`src/rtl/fifo_reader_pkg.sv`:
```
// Shared definitions for the FIFO reader: FSM encoding and default sizing.
package fifo_reader_pkg;

    typedef enum logic [1:0] {
        IDLE  = 2'b00,
        BURST = 2'b01,
        DRAIN = 2'b10
    } state_t;

    localparam int unsigned DEF_DATA_WIDTH = 12;
    localparam int unsigned DEF_BURST_LEN  = 4;

endpackage

```
`src/rtl/fifo_reader_if.sv`:
```
// FIFO read port and downstream valid/ready port of the FIFO reader.
interface fifo_reader_if
    import fifo_reader_pkg::*;
#(
    parameter int unsigned DATA_WIDTH = DEF_DATA_WIDTH
);
    logic [DATA_WIDTH-1:0] FIFO_data_out;
    logic                  FIFO_empty;
    logic                  FIFO_almost_empty;
    logic                  read_enable;
    logic [DATA_WIDTH-1:0] out_data;
    logic                  out_valid;
    logic                  out_ready;

    modport master (
        input  FIFO_data_out, FIFO_empty, FIFO_almost_empty, out_ready,
        output read_enable, out_data, out_valid
    );

    modport slave (
        output FIFO_data_out, FIFO_empty, FIFO_almost_empty, out_ready,
        input  read_enable, out_data, out_valid
    );
endinterface

```
`src/rtl/fifo_reader_skid.sv`:
```
// Two-entry output buffer with registered valid/data; head entry drives the output.
module fifo_reader_skid
    import fifo_reader_pkg::*;
#(
    parameter int unsigned DATA_WIDTH = DEF_DATA_WIDTH
) (
    input  logic                  clk,
    input  logic                  rst,
    input  logic                  push,
    input  logic [DATA_WIDTH-1:0] in_data,
    input  logic                  ready,
    output logic                  valid,
    output logic [DATA_WIDTH-1:0] out_data,
    output logic [1:0]            occ
);
    logic [DATA_WIDTH-1:0] head_q, tail_q, head_d, tail_d;
    logic [1:0]            occ_q, occ_d;
    logic                  valid_q;
    logic                  pop;

    assign pop = valid_q && ready;

    always_comb begin
        head_d = head_q;
        tail_d = tail_q;
        occ_d  = occ_q;
        case ({push, pop})
            2'b10: begin
                if (occ_q == 2'd0) head_d = in_data;
                else               tail_d = in_data;
                occ_d = occ_q + 2'd1;
            end
            2'b01: begin
                if (occ_q == 2'd2) head_d = tail_q;
                occ_d = occ_q - 2'd1;
            end
            2'b11: begin
                // simultaneous push and pop keeps occupancy and order
                if (occ_q == 2'd1) begin
                    head_d = in_data;
                end else begin
                    head_d = tail_q;
                    tail_d = in_data;
                end
            end
            default: ;
        endcase
    end

    always_ff @(posedge clk or posedge rst) begin
        if (rst) begin
            head_q  <= '0;
            tail_q  <= '0;
            occ_q   <= '0;
            valid_q <= 1'b0;
        end else begin
            head_q  <= head_d;
            tail_q  <= tail_d;
            occ_q   <= occ_d;
            valid_q <= (occ_d != 2'd0);
        end
    end

    assign valid    = valid_q;
    assign out_data = head_q;
    assign occ      = occ_q;
endmodule

```
`src/rtl/fifo_reader.sv`:
```
// Burst/drain reader that pulls words from a FIFO into a backpressured stream.
module fifo_reader
    import fifo_reader_pkg::*;
#(
    parameter int unsigned DATA_WIDTH = DEF_DATA_WIDTH,
    parameter int unsigned BURST_LEN  = DEF_BURST_LEN
) (
    input  logic          clk,
    input  logic          Reset,
    input  logic          Enable,
    input  logic          flush,
    fifo_reader_if.master fif,
    output logic          busy,
    output logic [15:0]   word_count
);
    localparam logic [3:0] BURST_MAX = 4'(BURST_LEN);

    state_t     state, next_state;
    logic [3:0] burst_cnt;
    logic       in_flight;
    logic [1:0] occ;
    logic       rd_en;
    logic       accept;

    // Reads are throttled so buffered plus outstanding words never exceed two.
    always_comb begin
        rd_en = 1'b0;
        if ((state == BURST && burst_cnt < BURST_MAX) || state == DRAIN)
            rd_en = Enable && !fif.FIFO_empty && ((3'(occ) + 3'(in_flight)) < 3'd2);
    end

    always_comb begin
        next_state = state;
        case (state)
            IDLE: begin
                if (Enable && flush)
                    next_state = DRAIN;
                else if (Enable && !fif.FIFO_almost_empty && !fif.FIFO_empty)
                    next_state = BURST;
            end
            BURST: begin
                if (flush)
                    next_state = DRAIN;
                else if (fif.FIFO_empty || (burst_cnt + 4'(rd_en) == BURST_MAX))
                    next_state = IDLE;
            end
            DRAIN: begin
                if (fif.FIFO_empty && !in_flight)
                    next_state = IDLE;
            end
            default: next_state = IDLE;
        endcase
    end

    always_ff @(posedge clk or posedge Reset) begin
        if (Reset) begin
            state      <= IDLE;
            burst_cnt  <= '0;
            in_flight  <= 1'b0;
            word_count <= '0;
        end else begin
            state     <= next_state;
            in_flight <= rd_en;
            if (state == BURST && next_state == BURST)
                burst_cnt <= burst_cnt + 4'(rd_en);
            else
                burst_cnt <= '0;
            if (accept)
                word_count <= word_count + 16'd1;
        end
    end

    assign accept          = fif.out_valid && fif.out_ready;
    assign fif.read_enable = rd_en;
    assign busy            = (state != IDLE) || in_flight || (occ != 2'd0);

    fifo_reader_skid #(.DATA_WIDTH(DATA_WIDTH)) u_skid (
        .clk      (clk),
        .rst      (Reset),
        .push     (in_flight),
        .in_data  (fif.FIFO_data_out),
        .ready    (fif.out_ready),
        .valid    (fif.out_valid),
        .out_data (fif.out_data),
        .occ      (occ)
    );
endmodule

```
`src/flat_wrapper.sv`:
```
// flat-port wrapper written by rule: the top's interface ports become plain ports
module fifo_reader_flat import fifo_reader_pkg::*;
#(
    parameter int unsigned DATA_WIDTH = DEF_DATA_WIDTH,
    parameter int unsigned BURST_LEN  = DEF_BURST_LEN
)
  (clk, Reset, Enable, flush, busy, word_count, fif_FIFO_data_out, fif_FIFO_empty, fif_FIFO_almost_empty, fif_out_ready, fif_read_enable, fif_out_data, fif_out_valid);
  fifo_reader_if #(.DATA_WIDTH(DATA_WIDTH)) fif_i ();
  input  logic clk;
  input  logic Reset;
  input  logic Enable;
  input  logic flush;
  output logic busy;
  output logic [15:0] word_count;
  input wire logic [$bits(fif_i.FIFO_data_out)-1:0] fif_FIFO_data_out;
  input wire logic [$bits(fif_i.FIFO_empty)-1:0] fif_FIFO_empty;
  input wire logic [$bits(fif_i.FIFO_almost_empty)-1:0] fif_FIFO_almost_empty;
  input wire logic [$bits(fif_i.out_ready)-1:0] fif_out_ready;
  output wire logic [$bits(fif_i.read_enable)-1:0] fif_read_enable;
  output wire logic [$bits(fif_i.out_data)-1:0] fif_out_data;
  output wire logic [$bits(fif_i.out_valid)-1:0] fif_out_valid;
  assign fif_i.FIFO_data_out = fif_FIFO_data_out;
  assign fif_i.FIFO_empty = fif_FIFO_empty;
  assign fif_i.FIFO_almost_empty = fif_FIFO_almost_empty;
  assign fif_i.out_ready = fif_out_ready;
  assign fif_read_enable = fif_i.read_enable;
  assign fif_out_data = fif_i.out_data;
  assign fif_out_valid = fif_i.out_valid;
  fifo_reader #(.DATA_WIDTH(DATA_WIDTH), .BURST_LEN(BURST_LEN)) u_core (.clk(clk), .Reset(Reset), .Enable(Enable), .flush(flush), .fif(fif_i), .busy(busy), .word_count(word_count));
endmodule
```
`config.mk`:
```
export PLATFORM = sky130hd
export DESIGN_NAME = fifo_reader_flat
export DESIGN_NICKNAME = d
export VERILOG_FILES = /design/src/rtl/fifo_reader_pkg.sv /design/src/rtl/fifo_reader_if.sv /design/src/rtl/fifo_reader_skid.sv /design/src/rtl/fifo_reader.sv /design/src/flat_wrapper.sv
export SDC_FILE = /design/constraint.sdc
export NUM_CORES = 1
export LEC_CHECK = 0
export ABC_CLOCK_PERIOD_IN_PS = 2100
export BUFFER_PORTS_ARGS = -buffer_cell sky130_fd_sc_hd__buf_2
export CAP_MARGIN = 20
export CORE_AREA = 10 10 88 90
export DETAILED_ROUTE_END_ITERATION = 12
export DIE_AREA = 0 0 98 100
export GPL_TIMING_DRIVEN = 1
export PLACE_DENSITY_LB_ADDON = 0.25
export SETUP_SLACK_MARGIN = 0.15
export SLEW_MARGIN = 10
export SYNTH_ARGS = -nofsm -noshare
export SYNTH_HDL_FRONTEND = slang
export SYNTH_SLANG_ARGS = --single-unit
```
`constraint.sdc`:
```
create_clock -name clk -period 2.1 [get_ports clk]
set_clock_uncertainty 0.05 [all_clocks]
set_input_delay 0.315 -clock clk [delete_from_list [all_inputs] [get_ports clk]]
set_output_delay 0.315 -clock clk [all_outputs]
set_load 0.02 [all_outputs]
```
==> impl_metrics.tcl, run 1 <==
set metrics [dict create \
    status "complete, no violations" \
    fin_crit_ns 2.029 \
    worstSetupStartpointType "flip-flop" \
    ys.flop_type "dfrtp_1" \
    end_kind "flip-flop" \
    holdWs_ns 0.1254 \
    dr.pass1.iters 4 \
    rsz0062_at_grt "true" \
    cts_made_buffers 5 \
    power_switching_mw 1.348 \
    routabilityCongestion 0.7175 \
    die_area_um2 9800 \
    post-route-period-util_pct 96.62 \
    vdd_drop_max_mv 0.5082 \
    setup_viol 0 \
    grt_pass1_vias 1698 \
    worstPathMaxFanout 3 \
    hold_viol 0 \
    worst_pin_slew_ns 0.4906 \
    cp.required_ns 2.23 \
    antenna_found_initial 0 \
    hpwlAfterDp_um 3620 \
    min_path_type "in2reg" \
    area_growth_pct 25.68 \
    cts_tree "yes" \
    postRouteAntennaNets 0 \
    io_pins 50 \
    coreArea_um2 6132 \
    synth_warnings 0 \
    initial_core_util_pct 38.05 \
    cts_sinks 50 \
    yosys.area.top_type "dfrtp_1" \
    clk_pin_slew_ns 0.09 \
    dieWidth_um 98 \
    via_per_inst 4.907 \
    sequentialPowerShare_pct 42.4 \
    slew_violations 0 \
    clock-root-buffer "clkbuf_8" \
    grt_max_degree 32 \
    critPathArrivalTime_ns 2.16 \
    fp.dieH_um 100 \
    slowest_stage "dfrtp_1" \
    power_frac_clock_pct 19.0 \
    synth-xor-area-share_pct 6.381 \
    crit_type "reg2reg" \
    synth_top_family_by_area "compound AO/OA/AOI/OAI gates" \
    final_net_count 285 \
    syn_avg_cell_area_um2 11.91 \
    critical_path.top_delay_family "compound AO/OA/AOI/OAI gates" \
    synthMuxAreaShare_pct 6.702 \
    final.setup.tns_ns 0 \
    power_mw 3.581 \
    ys_seq_area_share_pct 53.62 \
    nFillCells 589 \
    numPortBuffers 49 \
    synth_edf_count 0 \
    total_leakage_power_nw 1.351 \
    clk_path_buf_depth 2 \
    instances_no_fill 334 \
    clkLatencyLatePin_ns 0.30 \
    ys_top_cells_by_area "dfrtp_1 54%, mux2_2 6.3%, xnor2_1 5.6%, ha_1 5.4%, a22oi_1 3.9%" \
    via_count 1639 \
    ys_types 37 \
    fmax_mhz 492.9 \
    drt_iter0_markers 68 \
    syn_inst 196 \
    relSlewSlack_pct 67.04 \
    synth_common_cells "50 x dfrtp_1, 15 x nor2_1, 15 x xnor2_1" \
    synth_compound_area_share_pct 12.60 \
    synth_most_common_cell "dfrtp_1" \
    synth-async-reset-ratio_pct 100.0 \
    layout-drive-gt1-share_pct 41.25 \
    cts-htree-levels 2 \
    ys_ff_latch 50 \
    path_buf_inv 0 \
    post-cts-setup-buffers 0 \
    yosysTopAreaCellShare_pct 53.62 \
    synth_adder_area_share_pct 5.362 \
    crit_path_max_incr_delay_ns 0.38 \
    netSwitchingFraction_pct 37.64 \
    max_cap_violations 0 \
    grt.total_usage_pct 10.03 \
    post_synth_instance_area_um2 2333 \
    synth-simple-area-share_pct 11.90 \
    wl_per_cell_um 14.57 \
    drc_errors 0 \
    combPwrFrac_pct 38.6 \
    p_per_area_nw_per_um2 1221 \
    dp_cells 325 \
    core.rowCount 29 \
    routed_wl_um 4865 \
    grt-ovfl-total 0 \
    path_cells "nand2b_4, nor3_4, a21oi_2, a2111oi_4, ha_2, ha_1, o41ai_2, o31ai_1" \
    antenna_cells 0 \
    grt_pass1_wl_um 8135 \
    internal_power_mw 2.233 \
    syn_nets 225 \
]
[metal layers]
metal / global-route usage, % / routed length [um] / up-vias / part of all wire (%)
li1: - / - / 804 / -
met1: 11.42 / 2119 / 796 / 44
met2: 16.80 / 2384 / 35 / 49
met3: 3.777 / 304 / 4 / 6.2
met4: 3.691 / 57 / 0 / 1.2
met5: 0 / 0 / - / 0
[placed cells by master (no fill, tap or decap), types with 2 or more instances in the layout]
cell type / count
nor2_2: 2
dfrtp_1: 48
inv_1: 9
nor3_1: 2
nand2b_1: 2
nand4_1: 4
mux2_2: 13
nor2_1: 15
dfrtp_2: 2
and2_1: 4
xor2_1: 2
a21oi_2: 9
xnor2_1: 14
buf_2: 48
buf_4: 5
o211ai_1: 2
o31ai_1: 2
a22oi_1: 11
ha_1: 8
clkbuf_8: 5
ha_2: 2
nand2_1: 6
buf_12: 3
nand3_1: 7
a21oi_1: 5
[per-stage QoR]
stage / setup slack, ns / util (%) / area [um2]
finish: 0.07099 / 47.83 / 2933
global route: -0.03951 / 47.83 / 2933
CTS: 0.04021 / 47.15 / 2892
detailed placement: -0.02554 / 45.07 / 2764
global placement: 0.01667 / 45.07 / 2764
floorplan: -0.1187 / - / 2367
[cells by family (layout without fill, tap and decap cells)]
kind of cell,after synthesis,in the layout
AO/OA/AOI/OAI,37,37
buffers and inverters,15,76
AND/OR/NAND/NOR,53,53
adder cells (fa/ha/maj),10,10
XOR/XNOR,17,17
multiplexers,14,14
flip-flops,50,50
[timing repair]
action,4_1_cts,5_1_grt
gates resized for setup,1,12
hold buffers,1,0
endpoints found under the setup margin,1,23
pin swaps,2,2
cloned,0,0
hold endpoints to repair,19,0
[registers in the layout, summed over array words and instances, names as in the netlist]
signal	count
u_core.burst_cnt	4
u_core.in_flight	1
u_core.state	2
u_core.u_skid.occ	2
u_core.u_skid.out_data	12
u_core.u_skid.tail_q	12
u_core.u_skid.valid	1
u_core.word_count	16
[worst reg2reg max path, cell delays in order, from the launching register on]
cell	delay, ns
dfrtp_1	0.38
nand2b_4	0.15
nor3_4	0.11
a21oi_2	0.06
a2111oi_4	0.21
ha_2	0.25
ha_1	0.26
o41ai_2	0.33
o31ai_1	0.11
[power groups by stage]
stage	Combinational (mW)	Clock (mW)	Sequential, mW
after detailed placement	1.40	0	1.54
after global placement	1.38	0	1.52
after global routing	1.52	0.748	1.57
after floorplan	0.769	0	1.73
after CTS	1.40	0.697	1.52
final	1.38	0.680	1.52
[cell type report]
type | count | area, um2 | area share, %
clock inverters | 2 | 37.54 | 1.280
well taps | 77 | 96.34 | 3.285
multi-input cells | 131 | 1076 | 36.69
repair buffers | 58 | 359.1 | 12.24
flip-flops and latches | 50 | 1254 | 42.75
inverters | 10 | 37.54 | 1.280
clock buffers | 6 | 72.57 | 2.474
[path summary, 6_finish.rpt]
path	start	cells past startpoint	endpoint	slack (ns)
setup reg to reg	u_core.state[1]	8	u_core.state[0]	0.07
hold reg to reg	u_core.word_count[15]	1	u_core.word_count[15]	0.43
max in group asynchronous	Reset	4	u_core.burst_cnt[2]	0.96
min in group asynchronous	Reset	3	u_core.word_count[11]	0.51
setup / recovery	u_core.state[1]	8	u_core.state[0]	0.07
hold / removal	fif_FIFO_almost_empty	2	u_core.state[0]	0.13
Power figures use the tool's default switching activity.
==> run 2, diff against run 1 <==
CELL_PAD_IN_SITES_DETAIL_PLACEMENT = 2   (was default)
CELL_PAD_IN_SITES_GLOBAL_PLACEMENT = 2   (was default)
CORE_AREA = 10 10 97 99   (was 10 10 88 90)
CTS_BUF_LIST = sky130_fd_sc_hd__clkbuf_4 sky130_fd_sc_hd__clkbuf_8 sky130_fd_sc_hd__clkbuf_16   (was default)
DIE_AREA = 0 0 107 109   (was 0 0 98 100)
==> impl_metrics.tcl, run 2 (synthesized netlist as in run 1, its figures left out) <==
set metrics [dict create \
    cp.required_ns 2.23 \
    routed-wl-met3_um 366 \
    clk_path_buf_depth 2 \
    path_buf_inv 0 \
    layout-drive-gt1-share_pct 45.00 \
    post-route-period-util_pct 101.1 \
    critPathArrivalTime_ns 2.26 \
    crit_path_max_incr_delay_ns 0.39 \
    antenna_found_initial 0 \
    area_growth_pct 30.30 \
    cts_sinks 50 \
    finalWorstSetupSlack_ns -0.02402 \
    routed_wl_um 6077 \
    wl_per_cell_um 16.79 \
    routed-wl-met2_um 3105 \
    clock-root-buffer "clkbuf_8" \
    fin_crit_ns 2.124 \
    power_switching_mw 1.394 \
    end_kind "flip-flop" \
    dr.pass1.iters 4 \
    final_net_count 288 \
    path_cells "nand2b_4, nor3_4, a21oi_2, a2111oi_4, ha_2, ha_4, o41ai_2, o31ai_1" \
    layout_common_cells "48 x buf_2, 48 x dfrtp_1, 15 x nor2_1" \
    regMostFlops "u_core.word_count" \
    io_pins 50 \
    clk_pin_slew_ns 0.10 \
    internal_power_mw 2.387 \
    combPwrFrac_pct 37.6 \
    via_count 1729 \
    die_area_um2 11660 \
    fp.dieH_um 109 \
    worstSetupStartpointType "flip-flop" \
    power_frac_clock_pct 22.1 \
    vdd_drop_max_mv 0.4161 \
    crit_type "reg2reg" \
    worst_pin_slew_ns 0.6197 \
    grt_max_degree 51 \
    dp_slack_ns -0.08728 \
    largest_reg_flops 16 \
    slowest_stage "dfrtp_1" \
    rsz0062_at_grt "true" \
    holdWs_ns 0.001249 \
    grt.total_usage_pct 10.96 \
    maxUsedRoutingLayer "met4" \
    routabilityCongestion 0.7535 \
    slew_violations 0 \
    relSlewSlack_pct 58.37 \
    initial_core_util_pct 31.00 \
    netSwitchingFraction_pct 36.87 \
    via_per_inst 4.776 \
    max_cap_violations 0 \
    drc_errors 0 \
    sequentialPowerShare_pct 40.3 \
    postLayoutCellArea_um2 3040 \
    grt-ovfl-total 0 \
    violations "negative setup slack" \
    fmax_mhz 470.8 \
    cts_tree "yes" \
    met1_length_um 2563 \
    p_per_area_nw_per_um2 1243 \
    cts-htree-levels 2 \
    core.rowCount 32 \
    clkLatencyLatePin_ns 0.30 \
    grt_pass1_vias 1983 \
    cts_made_buffers 5 \
    hold_viol 0 \
    antenna_cells 0 \
    placed_area_um2 2790 \
    total_leakage_power_nw 1.381 \
    grt_pass1_wl_um 10340 \
    numPortBuffers 49 \
    postRouteAntennaNets 0 \
    setup_viol 1 \
    dieWidth_um 107 \
    worstPathMaxFanout 2 \
    status "finished with violations" \
    hpwlAfterDp_um 4560 \
    min_path_type "in2async" \
    drt_iter0_markers 18 \
    coreArea_um2 7527 \
    critical_path.top_delay_family "compound AO/OA/AOI/OAI gates" \
]
==> run 2: changes by cell type in the layout (fill, tap and decap cells not counted), sizes merged <==
cell	before	now
buf	57	61
bufinv	1	2
dlygate4sd3	1	0
clkinvlp	1	0
==> run 2: tightest hold or removal path: cells and delay by family <==
kind / cells / cell delay (ns)
buf+inv: 3 / 0.43
==> run 2: per-stage QoR <==
step	total power [mW]	utilization (%)	instances	TNS, ns
final	3.780	40.39	362	-0.02402
after global routing	4.068	40.39	362	-0.2074
after CTS	3.844	40.04	361	-0.004291
after detailed placement	2.989	37.07	351	-0.08728
after global placement	2.918	37.07	351	0
after floorplan	2.494	-	196	-0.1187
==> run 2: worst paths after layout <==
path | startpoint | to | slack [ns] | cells after the start
worst max-delay path | u_core.state[1] | u_core.state[0] | -0.02 | 8
worst min-delay path | Reset | u_core.word_count[0] | 0.001 | 3
worst max register to register | u_core.state[1] | u_core.state[0] | -0.02 | 8
worst min register to register | u_core.word_count[15] | u_core.word_count[15] | 0.43 | 1
max in group asynchronous | Reset | u_core.burst_cnt[2] | 1.74 | 3
min in group clk | fif_FIFO_almost_empty | u_core.state[0] | 0.13 | 2
==> run 2: timing repair <==
item	in CTS	in global routing
hold buffers	0	0
setup endpoints to repair	16	29
gates cloned	0	0
buffers inserted	2	1
gates resized for setup	15	6
pin swaps	3	1
==> run 2: cell type report <==
class / instances / area, um2
inverter: 10 / 37.54
clock inverter: 2 / 60.06
tap: 102 / 127.6
clock buffer: 6 / 82.58
multi-input combinational: 131 / 1101
timing repair buffer: 61 / 377.9
fill: 834 / 4487
sequential: 50 / 1254
==> run 2: power groups by stage <==
stage / sequential [mW] / combinational (mW) / clock, mW
after floorplan: 1.73 / 0.769 / 0
after global placement: 1.53 / 1.39 / 0
after detailed placement: 1.55 / 1.44 / 0
after CTS: 1.53 / 1.46 / 0.863
after global routing: 1.58 / 1.58 / 0.903
final: 1.52 / 1.42 / 0.836
==> run 2: metal layers <==
metal	vias to the layer above	global-route usage (%)
li1	811	-
met1	879	12.65
met2	35	19.18
met3	4	3.658
met4	0	2.708
met5	-	0
==> run 3, diff against run 2 <==
CORE_AREA = 10 10 122 80   (was 10 10 97 99)
DIE_AREA = 0 0 132 90   (was 0 0 107 109)
==> impl_metrics.tcl, run 3 (synthesized netlist as in run 1, its figures left out) <==
set metrics [dict create \
    coreArea_um2 7601 \
    mostFrequentLayoutCell "buf_2" \
    nFillCells 798 \
    dr.pass1.iters 4 \
    post-route-period-util_pct 99.57 \
    routabilityCongestion 0.7357 \
    core.rowCount 25 \
    layout_common_cells "48 x buf_2, 47 x dfrtp_1, 15 x nor2_1" \
    drc_errors 0 \
    rrSetupSlack_ns 0.009 \
    slew_violations 0 \
    worstSetupStartpointType "flip-flop" \
    worstPathMaxFanout 2 \
    worst_pin_slew_ns 0.5819 \
    end_kind "flip-flop" \
    dieWidth_um 132 \
    dp_slack_ns -0.01473 \
    power_frac_clock_pct 24.3 \
    largest_reg_flops 16 \
    drt_iter0_markers 40 \
    hpwlAfterDp_um 4668 \
    via_per_inst 4.637 \
    clkLatencyLatePin_ns 0.30 \
    antenna_cells 0 \
    critical_path.top_delay_family "compound AO/OA/AOI/OAI gates" \
    routed_wl_um 6217 \
    min_path_type "in2async" \
    slowest_stage "dfrtp_1" \
    regMostFlops "u_core.word_count" \
    hold_buffers 0 \
    netSwitchingFraction_pct 36.59 \
    multiInputGateArea_um2 1126 \
    clk_pin_slew_ns 0.07 \
    crit_type "reg2reg" \
    initial_core_util_pct 30.70 \
    final_net_count 289 \
    grt_pass1_vias 1953 \
    reg2reg_from "u_core.state[1]" \
    crit_path_max_incr_delay_ns 0.38 \
    via_count 1711 \
    path_buf_inv 0 \
    power_switching_mw 1.429 \
    cts-htree-levels 2 \
    power_mw 3.906 \
    internal_power_mw 2.477 \
    rsz0062_at_grt "true" \
    postRouteAntennaNets 0 \
    critPathArrivalTime_ns 2.21 \
    setup_viol 0 \
    grt-ovfl-total 0 \
    fp.dieH_um 90 \
    numPortBuffers 49 \
    layout-drive-gt1-share_pct 45.21 \
    seq_area_um2 1255 \
    p_per_area_nw_per_um2 1258 \
    grt_pass1_wl_um 10460 \
    cp.required_ns 2.22 \
    cts_tree "yes" \
    sequentialPowerShare_pct 39.1 \
    area_growth_pct 33.08 \
    relSlewSlack_pct 60.91 \
    clock-root-buffer "clkbuf_16" \
    antenna_found_initial 0 \
    grt.total_usage_pct 10.88 \
    cts_made_buffers 5 \
    finalWorstSetupSlack_ns 0.009102 \
    max_cap_violations 0 \
    grt_max_degree 27 \
    path_cells "nand2b_4, nor3_4, a21oi_2, a2111oi_4, ha_2, ha_4, o41ai_2, o31ai_1" \
    final.setup.tns_ns 0 \
    total_leakage_power_nw 1.398 \
    cts_sinks 50 \
    fmax_mhz 478.3 \
    status "complete, no violations" \
    clk_path_buf_depth 2 \
    die_area_um2 11880 \
    hold_viol 0 \
    io_pins 50 \
    wl_per_cell_um 16.85 \
    fin_crit_ns 2.091 \
    combPwrFrac_pct 36.6 \
    worstSetupStartpoint "u_core.state[1]" \
    vdd_drop_max_mv 0.3789 \
]
## run 3: repair_timing
item                       in CTS  in global routing
setup buffers                   1                  2
pin swaps                       3                  2
gates resized for setup        12                 11
setup endpoints to repair       4                 29
## run 3: final timing paths
| kind | end | cells past startpoint |
|---|---|---|
| hold reg to reg | u_core.word_count[15] | 1 |
| min in group clk | u_core.state[0] | 2 |
| setup / recovery | u_core.state[0] | 8 |
| max in group asynchronous | u_core.burst_cnt[2] | 3 |
| setup reg to reg | u_core.state[0] | 8 |
| hold / removal | u_core.u_skid.out_data[8] | 2 |
## run 3: stage by stage
stage          cells  hold slack [ns]  cell area (um2)  utilization, %
2_1_floorplan    196           0.3597             2367               -
3_3_place_gp     358           0.3583             2805           36.91
3_5_place_dp     358           0.3624             2805           36.91
4_1_cts          367          0.03301             3044           40.05
5_1_grt          369          0.06713             3105           40.86
6_report         369          0.01622             3105           40.86
## run 3: final cells by class
class / count / share of cell area [%]
clock inverters: 1 / 0.9670
clock buffers: 7 / 4.512
repair buffers: 62 / 12.29
multi-input cells: 131 / 36.26
flip-flops and latches: 50 / 40.41
well taps: 108 / 4.351
inverters: 10 / 1.209
## run 3: power groups by stage
stage	Clock (mW)	Sequential, mW	Combinational, mW
after floorplan	0	1.73	0.769
after global placement	0	1.53	1.40
after detailed placement	0	1.55	1.44
after CTS	0.987	1.53	1.46
after global routing	1.02	1.59	1.59
final	0.950	1.53	1.43
## run 3: worst reg2reg max path: cells and delay by family (launching register included)
kind	cells	cell delay, ns
AO/OA/AOI/OAI	4	0.72
AND/OR/NAND/NOR	2	0.28
adder cells (fa/ha/maj)	2	0.53
flip-flops	1	0.38
## run 3: layer usage
metal  wire (um)  GRT usage [%]  vias to the layer above
met5           0              0                        -
met4         113          4.982                        0
met2        2922          16.44                       29
met3         201          2.889                        8
li1            -              -                      816
met1        2980          14.16                      858
